--- config.mk ---
export PLATFORM = sky130hd
export DESIGN_NAME = fifo_thresh
export DESIGN_NICKNAME = d
export VERILOG_FILES = /design/src/rtl/fifo_thresh.sv
export SDC_FILE = /design/constraint.sdc
export NUM_CORES = 1
export LEC_CHECK = 0
export CAP_MARGIN = 20
export CORE_AREA = 5 5 109 111
export CTS_CLUSTER_DIAMETER = 80
export DETAILED_ROUTE_END_ITERATION = 12
export DIE_AREA = 0 0 114 116
export PLACE_DENSITY = 0.84
export SLEW_MARGIN = 30
export SYNTH_ARGS = -nofsm -noshare
export SYNTH_HDL_FRONTEND = slang
export SYNTH_SLANG_ARGS = --single-unit
--- constraint.sdc ---
create_clock -name clk -period 6.3 [get_ports clk]
set_input_delay 1.575 -clock clk [delete_from_list [all_inputs] [get_ports clk]]
set_output_delay 1.575 -clock clk [all_outputs]
set_load 0.1 [all_outputs]
--- src/rtl/fifo_thresh.sv ---
// fifo_thresh: synchronous FIFO with fill count, programmable almost-full/almost-empty thresholds and sticky error flags
//   params : depth (entries, power of two >= 2), width (data bits), AF_THRESH, AE_THRESH
//   clk, rst (async, active-high)
//   wr_en/din write side, rd_en/dout/dout_valid read side
//   empty, full, almost_full, almost_empty, count : fill status, decoded from registered count
//   overflow, underflow : sticky errors, cleared by err_clr (a same-edge set wins)
//   `FIFO_FWFT_EN defined : first-word-fall-through read; undefined : registered 1-cycle read
module fifo_thresh #(
  parameter int depth     = 8,
  parameter int width     = 16,
  parameter int AF_THRESH = depth - 2,
  parameter int AE_THRESH = 2
) (
  input  logic                     clk,
  input  logic                     rst,
  input  logic                     wr_en,
  input  logic [width-1:0]         din,
  input  logic                     rd_en,
  output logic [width-1:0]         dout,
  output logic                     dout_valid,
  output logic                     empty,
  output logic                     full,
  output logic                     almost_full,
  output logic                     almost_empty,
  output logic [$clog2(depth):0]   count,
  output logic                     overflow,
  output logic                     underflow,
  input  logic                     err_clr
);
  localparam int aw = $clog2(depth);
  localparam int cw = aw + 1;
  logic [width-1:0] mem [depth];
  logic [aw-1:0]    wr_ptr, rd_ptr;
  logic             wr_ok, rd_ok;
  assign empty        = count == '0;
  assign full         = count == cw'(depth);
  assign almost_full  = count >= cw'(AF_THRESH);
  assign almost_empty = count <= cw'(AE_THRESH);
  assign wr_ok        = wr_en && !full;
  assign rd_ok        = rd_en && !empty;
  // rst gate keeps a clock edge during reset from landing a write
  always_ff @(posedge clk)
    if (wr_ok && !rst) mem[wr_ptr] <= din;
  always_ff @(posedge clk or posedge rst)
    if (rst) begin
      wr_ptr    <= '0;
      rd_ptr    <= '0;
      count     <= '0;
      overflow  <= 1'b0;
      underflow <= 1'b0;
    end else begin
      wr_ptr    <= wr_ptr + aw'(wr_ok);
      rd_ptr    <= rd_ptr + aw'(rd_ok);
      count     <= count + cw'(wr_ok) - cw'(rd_ok);
      overflow  <= (wr_en && full) || (overflow && !err_clr);
      underflow <= (rd_en && empty) || (underflow && !err_clr);
    end
`ifdef FIFO_FWFT_EN
  assign dout       = empty ? '0 : mem[rd_ptr];
  assign dout_valid = !empty;
`else
  always_ff @(posedge clk or posedge rst)
    if (rst) begin
      dout       <= '0;
      dout_valid <= 1'b0;
    end else begin
      dout       <= rd_ok ? mem[rd_ptr] : dout;
      dout_valid <= rd_ok;
    end
`endif
endmodule

### Word-level counts from Yosys, hierarchy flattened

Memories as Yosys holds them, arrays and structs flattened. A register that Yosys moved wholly into a read port is not among the register bits.
Index checks and enable logic that the tools add are counted.
W data, S select, Z words.

| storage, ports and cells | value |
|---|---|
| register bits after elaboration | 13 |
| memory bits (writable) | 128 |
| input bits | 21 |
| output and inout bits | 27 |
| memories kept | 1 |

| operators by class | value |
|---|---|
| add/sub/neg operators | 4 |
| magnitude comparators | 2 |
| equal/unequal tests | 1 |
| mux-type cells | 2 |
| reductions and logical operators | 14 |

Memories:

| memory | depth | bits a word | read ports | clocked after Yosys merged registers in | write ports | RTL line | RTL |
|---|---|---|---|---|---|---|---|
| mem | 8 | 16 | 1 | 1 | 1 | 32 | `logic [width-1:0] mem [depth];` |

Operator list:

| operator | count |
|---|---|
| $logic_and A1 B1 Y1 | 7 |
| $add A3 B1 Y3 | 2 |
| $add A4 B1 Y4 | 1 |
| $eq A4 B4 Y1 const B | 1 |
| $ge A4 B3 Y1 const B | 1 |
| $le A4 B2 Y1 const B | 1 |
| $logic_not A1 Y1 | 4 |
| $logic_not A4 Y1 | 1 |
| $sub A4 B1 Y4 | 1 |
| $logic_or A1 B1 Y1 | 2 |
| $mux W1 | 2 |

### Logic depth before layout (Yosys ltp)

Gate-level depths: netlist of run 1.

| depth | value |
|---|---|
| word-level depth | 6 |
| gate-level depth with buffers | 13 |

### Worst setup path after synthesis of run 1

No wires, ideal clock.

| path | value |
|---|---|
| kind | input to register |
| from | input rst |
| to | memory mem[0][0] (enable) |
| setup time | 0.409 ns |
| arrival time | 3.705 ns |
| data required time | 5.891 ns |
| setup slack | 2.186 ns |
| cell stages on the path | 3 |
| cell sequence | inv_1 -> nand4b_1 -> nor3_1 |

| on the way | value |
|---|---|
| word-level cells in the longest chain between the ends | 4 |

RTL lines:

| item | RTL line | RTL |
|---|---|---|
| start: declaration | 15 | `input logic rst,` |
| $logic_not A1 Y1 (no source line) | n/a |  |
| $logic_and A1 B1 Y1 | 43 | `if (wr_ok && !rst) mem[wr_ptr] <= din;` |
| $mux W1 | 43 |  |
| $mux W1 (implied by the code) | 43 |  |
| end: declaration | 32 |  |

Every way passes these cells.

### Worst setup path after layout of run 1

| path | value |
|---|---|
| from | register count[2] |
| to | output full |

| on the way | value |
|---|---|
| word-level cells in the longest chain between the ends | 1 |

RTL lines:

| item | RTL line | RTL |
|---|---|---|
| start: declaration | 25 | `output logic [$clog2(depth):0] count,` |
| start signal: assignment | 54 | `count <= count + cw'(wr_ok) - cw'(rd_ok);` |
| $eq A4 B4 Y1 | 36 | `assign full = count == cw'(depth);` |
| end: declaration | 22 | `output logic full,` |

Every way passes these cells.

==> impl_metrics.py, run 1 <==
metrics = {
    "power": {
        "ir_drop_mv": 0.389,
        "pwr-share-comb_pct": 39.8,
        "power.switching_mw": 1.60,
        "internal_power_mw": 2.41,
        "seqPwrFrac_pct": 35.4,
        "leakage_nw": 2.76,
        "switching_share_pct": 40.0,
        "pwr-share-clk_pct": 24.9,
        "power.density_nw_per_um2": 532,
    },
    "cells_and_area": {
        "syn_to_final_growth_pct": 19.1,
        "layout-drive-gt1-share_pct": 21.0,
        "antenna_cells": 0,
        "instances_no_fill": 579,
        "fin_nets": 460,
    },
    "sta": {
        "fin_skew_ns": 0.00528,
        "max_freq_mhz": 221,
        "setup_viol": 0,
        "period_needed_ns": 4.53,
        "tns_ns": 0,
        "finalHoldViolCount": 0,
        "max_slew_margin_pct": 33.3,
        "layout_setup_ws_ns": 1.77,
        "final_max_slew_viol_count": 0,
        "period_share_pct": 71.9,
        "rsz0062_at_grt": "no",
        "tightest_slew_ns": 0.997,
    },
    "floorplan": {
        "ioPinCount": 48,
        "die_x_um": 114,
        "dieArea_sq_um": 13200,
        "core_area_sq_um": 10700,
        "num_rows": 38,
        "dieHeight_um": 116,
        "initial_utilization_pct": 59.2,
    },
    "cts": {
        "clock_latency_ns": 0.52,
        "clk_pin_slew_ns": 0.06,
        "cts.sinks": 157,
        "htreeDepth": 4,
        "cts_resized": 0,
        "postCtsSetupRepairBufs": 0,
        "hold_buffers": 0,
        "root_buffer": "clkbuf_8",
        "tritoncts": "yes",
        "cts_buffer_depth": 2,
        "cts_made_buffers": 17,
    },
    "worst_setup_path": {
        "reg2regPathDepth": 12,
        "worst_ep_required_time_ns": 4.72,
        "worstPathArrival_ns": 2.96,
        "r2r-start": "count[3]",
        "end_kind": "primary output",
        "cp_max_fo": 4,
        "critPathLaunch": "count[2]",
        "startpoint_type": "flip-flop",
        "crit_type": "flip-flop to primary output",
    },
    "global_route": {
        "grt_pass1_wl_um": 19700,
        "antenna_found_initial": 0,
        "grt_overflow": 0,
        "track_usage_pct": 20.7,
        "grt_pass1_vias": 3608,
        "grt_max_degree": 40,
    },
    "route": {
        "antenna_left": 0,
        "drt-total-wl_um": 12700,
        "dr.pass1.iters": 5,
        "wire_per_inst_um": 21.9,
        "drc": 0,
        "routed_via_density": 5.93,
        "vias": 3435,
        "drt_iter0_markers": 228,
    },
    "placement": {
        "dp.cells": 547,
        "port_buffers": 47,
        "dp_hpwl_um": 7290,
        "gp_congestion": 0.755,
        "place_ws_ns": 2.30,
    },
    "synthesis": {
        "synth.most_common_cell": "edfxtp_1",
        "syn_avg_cell_area_sq_um": 17.4,
        "ys_seq_elements": 157,
        "synth_common_cells": "edfxtp_1, mux2i_1, dfrtp_1",
        "synthArstFlopShare_pct": 18.5,
        "ys.flop_type": "edfxtp_1",
        "ys_types": 31,
        "synth_edf_count": 128,
        "synth_area_leaders": "edfxtp_1, dfrtp_1, mux2i_1, mux2_2, o31ai_2",
        "syn_nets": 397,
        "seq_area_frac_synth_pct": 72.2,
        "yosysWarnings": 0,
        "yosys.area.top_type": "edfxtp_1",
        "synth_area_sq_um": 6330,
        "syn-instance-count": 363,
        "yosysTopAreaCellShare_pct": 60.7,
    },
    "min_path": {
        "holdCritStartpoint": "dout[7]",
        "min_path_cells": 2,
        "hold_path_class": "flip-flop to flip-flop",
    },
    "outcome": {
        "outcome": "finished, final reports clean",
    },
    "run": {
        "max-cap-violations": 0,
    },
}
power by group through the flow:
stage | sequential [mW] | clock [mW] | combinational [mW]
floorplan | 1.89 | 0 | 0.780
global placement | 1.43 | 0 | 1.56
detailed placement | 1.44 | 0 | 1.59
CTS | 1.42 | 1.01 | 1.60
global route | 1.43 | 1.06 | 1.68
finish | 1.42 | 0.997 | 1.59
registers in the layout, indices dropped and copies added (netlist names):
register,cells
count,4
dout,16
wr_ptr,3
underflow,1
dout_valid,1
mem,128
overflow,1
rd_ptr,3
metal layers:
layer,part of all wire (%),vias up,global-route usage (%)
li1,-,1540,-
met1,39,1730,24.9
met2,52,144,35.3
met3,7.2,21,6.48
met4,1.8,0,7.76
met5,0,-,0
per-stage QoR:
stage	total power, mW	hold WS, ns	utilization [%]	instance area [sq um]
after global placement	2.99	0.505	65.0	6950
after CTS	4.03	0.525	70.5	7540
after floorplan	2.67	0.492	-	6330
after global routing	4.17	0.550	70.5	7540
final	4.01	0.524	70.5	7540
after detailed placement	3.02	0.511	65.0	6950
layout by cell type, fill, tap and decap left out, types with 8 or more instances in the layout:
cell type and n:
edfxtp_1 128, dfrtp_1 28, ha_1 12, o22ai_1 16
a22o_1 17, mux2i_1 32, inv_1 10, nor2_1 8
nand2_1 8, mux2_2 26, buf_4 14, clkdlybuf4s50_1 47
o21ai_0 18, o31ai_2 15, clkbuf_16 16
critical path, cell delays in order (launching register included):
cell,delay [ns]
dfrtp_1,0.40
inv_1,0.13
ha_1,0.17
or3b_2,0.50
inv_1,0.11
clkdlybuf4s50_1,1.13
logic make-up (layout without fill, tap and decap cells):
family	Yosys count	count (layout)	synth area share, %
AO/OA/AOI/OAI	69	69	8.64
XOR/XNOR	4	4	0.553
adder cells (fa/ha/maj)	13	13	2.69
buffers and inverters	29	105	2.92
flip-flops	157	157	72.2
multiplexers	64	64	10.8
AND/OR/NAND/NOR	27	27	2.27
final timing paths:
check	slack (ns)	endpoint
min in group asynchronous	1.35	wr_ptr[1]
max in group asynchronous	4.28	rd_ptr[0]
worst min-delay path	0.52	dout[7]
worst max-delay path	1.77	full
worst max register to register	3.37	count[2]
worst min register to register	0.52	dout[7]
layout make-up:
| cell class | instances | area (sq um) |
|---|---|---|
| multi-input combinational | 177 | 1590 |
| clock buffer | 20 | 445 |
| tap | 140 | 175 |
| fill | 672 | 3160 |
| clock inverter | 12 | 144 |
| timing repair buffer | 61 | 576 |
| inverter | 12 | 45.0 |
| sequential | 157 | 4570 |
Note: power is estimated with default switching activity, not from simulation.
==> inputs of run 2 (changes only) <==
CORE_AREA = 5 5 111 113   (was 5 5 109 111)
DIE_AREA = 0 0 116 118   (was 0 0 114 116)
PLACE_DENSITY = 0.82   (was 0.84)
clock period = 4.66 ns   (was 6.3 ns; I/O delays follow)
==> run 2 against run 1 <==
  * Count of clock-buffer cells in the layout down 1
  * Critical endpoint is now almost_empty
  * Utilization down 3.0 points
  * Final cell count up 0.86%
  * Sequential share of layout area down 0.25 points
  * Hold slack worse by 0.0012 ns
  * Largest power group unchanged
  * Design area up 0.41%
==> impl_metrics.py, run 2 (synthesized netlist as in run 1, its figures left out) <==
metrics = {
    "outcome": {
        "outcome": "finished, final reports clean",
    },
    "floorplan": {
        "num_rows": 39,
        "dieArea_sq_um": 13700,
        "die_x_um": 116,
        "core_area_sq_um": 11200,
        "dieHeight_um": 118,
        "ioPinCount": 48,
        "initial_utilization_pct": 56.4,
    },
    "global_route": {
        "grt_pass1_vias": 3670,
        "antenna_found_initial": 0,
        "grt_max_degree": 34,
        "grt_pass1_wl_um": 20200,
        "track_usage_pct": 20.0,
        "grt_overflow": 0,
    },
    "sta": {
        "setup_viol": 0,
        "max_freq_mhz": 276,
        "period_needed_ns": 3.62,
        "fin_skew_ns": 0.00982,
        "finalHoldViolCount": 0,
        "period_share_pct": 77.7,
        "tightest_slew_ns": 0.989,
        "final_max_slew_viol_count": 0,
        "max_slew_margin_pct": 33.9,
        "tns_ns": 0,
        "whs_ns": 0.522,
        "rsz0062_at_grt": "no",
    },
    "route": {
        "drt-total-wl_um": 12800,
        "dr.pass1.iters": 5,
        "vias": 3469,
        "routed_via_density": 5.94,
        "wire_per_inst_um": 21.8,
        "drc": 0,
        "antenna_left": 0,
        "drt_iter0_markers": 305,
    },
    "cells_and_area": {
        "multi_input_area_sq_um": 1590,
        "top_register": "mem",
        "fin_area_sq_um": 7570,
        "reg_top3": "mem x128, dout x16, count x4",
        "fill_cells": 758,
        "final_common_cell": "edfxtp_1",
        "antenna_cells": 0,
        "layout-drive-gt1-share_pct": 21.8,
        "instances_no_fill": 584,
        "syn_to_final_growth_pct": 19.6,
        "final_cell_mix": "edfxtp_1, clkdlybuf4s50_1, mux2i_1",
        "fin_nets": 462,
        "seq_area_sq_um": 4570,
        "largest_reg_flops": 128,
    },
    "cts": {
        "cts_made_buffers": 17,
        "cts.sinks": 157,
        "cts_buffer_depth": 2,
        "clk_pin_slew_ns": 0.06,
        "clock_latency_ns": 0.42,
        "hold_buffers": 0,
        "postCtsSetupRepairBufs": 0,
        "root_buffer": "clkbuf_16",
        "cts_resized": 0,
        "tritoncts": "yes",
        "htreeDepth": 4,
    },
    "worst_setup_path": {
        "end_kind": "primary output",
        "max_stage_delay_ns": 1.13,
        "cp_top_family": "buffers and inverters",
        "crit_path_cell_trace": "inv_1 > ha_1 > nand2_1 > a22o_1 > clkdlybuf4s50_1",
        "cp_max_fo": 4,
        "worstPathArrival_ns": 2.46,
        "timing.critical_path.buf_inv": 2,
        "startpoint_type": "flip-flop",
        "worst_ep_required_time_ns": 3.49,
        "crit_type": "flip-flop to primary output",
        "crit_slowest_cell": "clkdlybuf4s50_1",
    },
    "run": {
        "max-cap-violations": 0,
    },
    "placement": {
        "placed_area_sq_um": 6970,
        "dp_hpwl_um": 7700,
        "dp.cells": 552,
        "port_buffers": 47,
        "gp_congestion": 0.755,
    },
    "power": {
        "power.density_nw_per_um2": 723,
        "seqPwrFrac_pct": 35.2,
        "switching_share_pct": 40.2,
        "ir_drop_mv": 0.594,
        "leakage_nw": 2.77,
        "internal_power_mw": 3.27,
        "pwr-share-comb_pct": 39.2,
        "pwr-share-clk_pct": 25.6,
        "power.switching_mw": 2.20,
    },
    "min_path": {
        "hold_path_class": "flip-flop to flip-flop",
    },
}
run 2: changes by cell type in the layout (fill, tap and decap cells not counted), sizes merged:
cell           before  now
buf                14   18
clkinv              8    4
clkinvlp            1    3
clkbuf             20   19
inv                12   15
clkdlybuf4s50      47   45
run 2: worst paths after layout:
check                      startpoint            to  slack, ns  depth (start not counted)
max                          count[2]  almost_empty       1.04                          5
min                           dout[7]       dout[7]       0.52                          2
max reg2reg                  count[3]      count[2]       1.75                         12
min reg2reg                   dout[7]       dout[7]       0.52                          2
max in group asynchronous         rst     rd_ptr[0]       2.86                          3
min in group asynchronous         rst      dout[14]       1.06                          2
run 2: layout make-up:
type | count | share of cell area [%]
clock buffers | 19 | 5.85
well taps | 143 | 2.36
clock inverters | 13 | 2.16
inverters | 12 | 0.595
repair buffers | 63 | 7.73
multi-input cells | 177 | 20.9
flip-flops and latches | 157 | 60.4
run 2: layer usage:
metal	vias to the layer above	GRT usage, %	share of wire [%]
li1	1541	-	-
met1	1768	26.2	41
met2	147	32.1	50
met3	13	6.38	8.0
met4	0	5.87	1.2
met5	-	0	0
run 2: worst reg2reg max path, delay by kind of cell (launching register included):
| family | cells | cell delay [ns] |
|---|---|---|
| flops | 1 | 0.41 |
| fa+ha+maj | 4 | 1.05 |
| xor+xnor | 1 | 0.15 |
| buf+inv | 5 | 0.86 |
| simple gates | 2 | 0.32 |
run 2: stage by stage:
stage / total power [mW] / worst slack (ns) / utilization [%]
after floorplan: 3.60 / 0.956 / -
after global placement: 4.04 / 1.36 / 62.1
after detailed placement: 4.10 / 1.30 / 62.1
after CTS: 5.50 / 1.02 / 67.5
after global routing: 5.70 / 0.953 / 67.5
final: 5.47 / 1.04 / 67.5
run 2: power by group through the flow:
| stage | logic (mW) | clock network (mW) | registers, mW |
|---|---|---|---|
| global placement | 2.10 | 0 | 1.94 |
| floorplan | 1.05 | 0 | 2.55 |
| CTS | 2.16 | 1.41 | 1.93 |
| detailed placement | 2.15 | 0 | 1.95 |
| global route | 2.25 | 1.49 | 1.95 |
| finish | 2.15 | 1.40 | 1.93 |
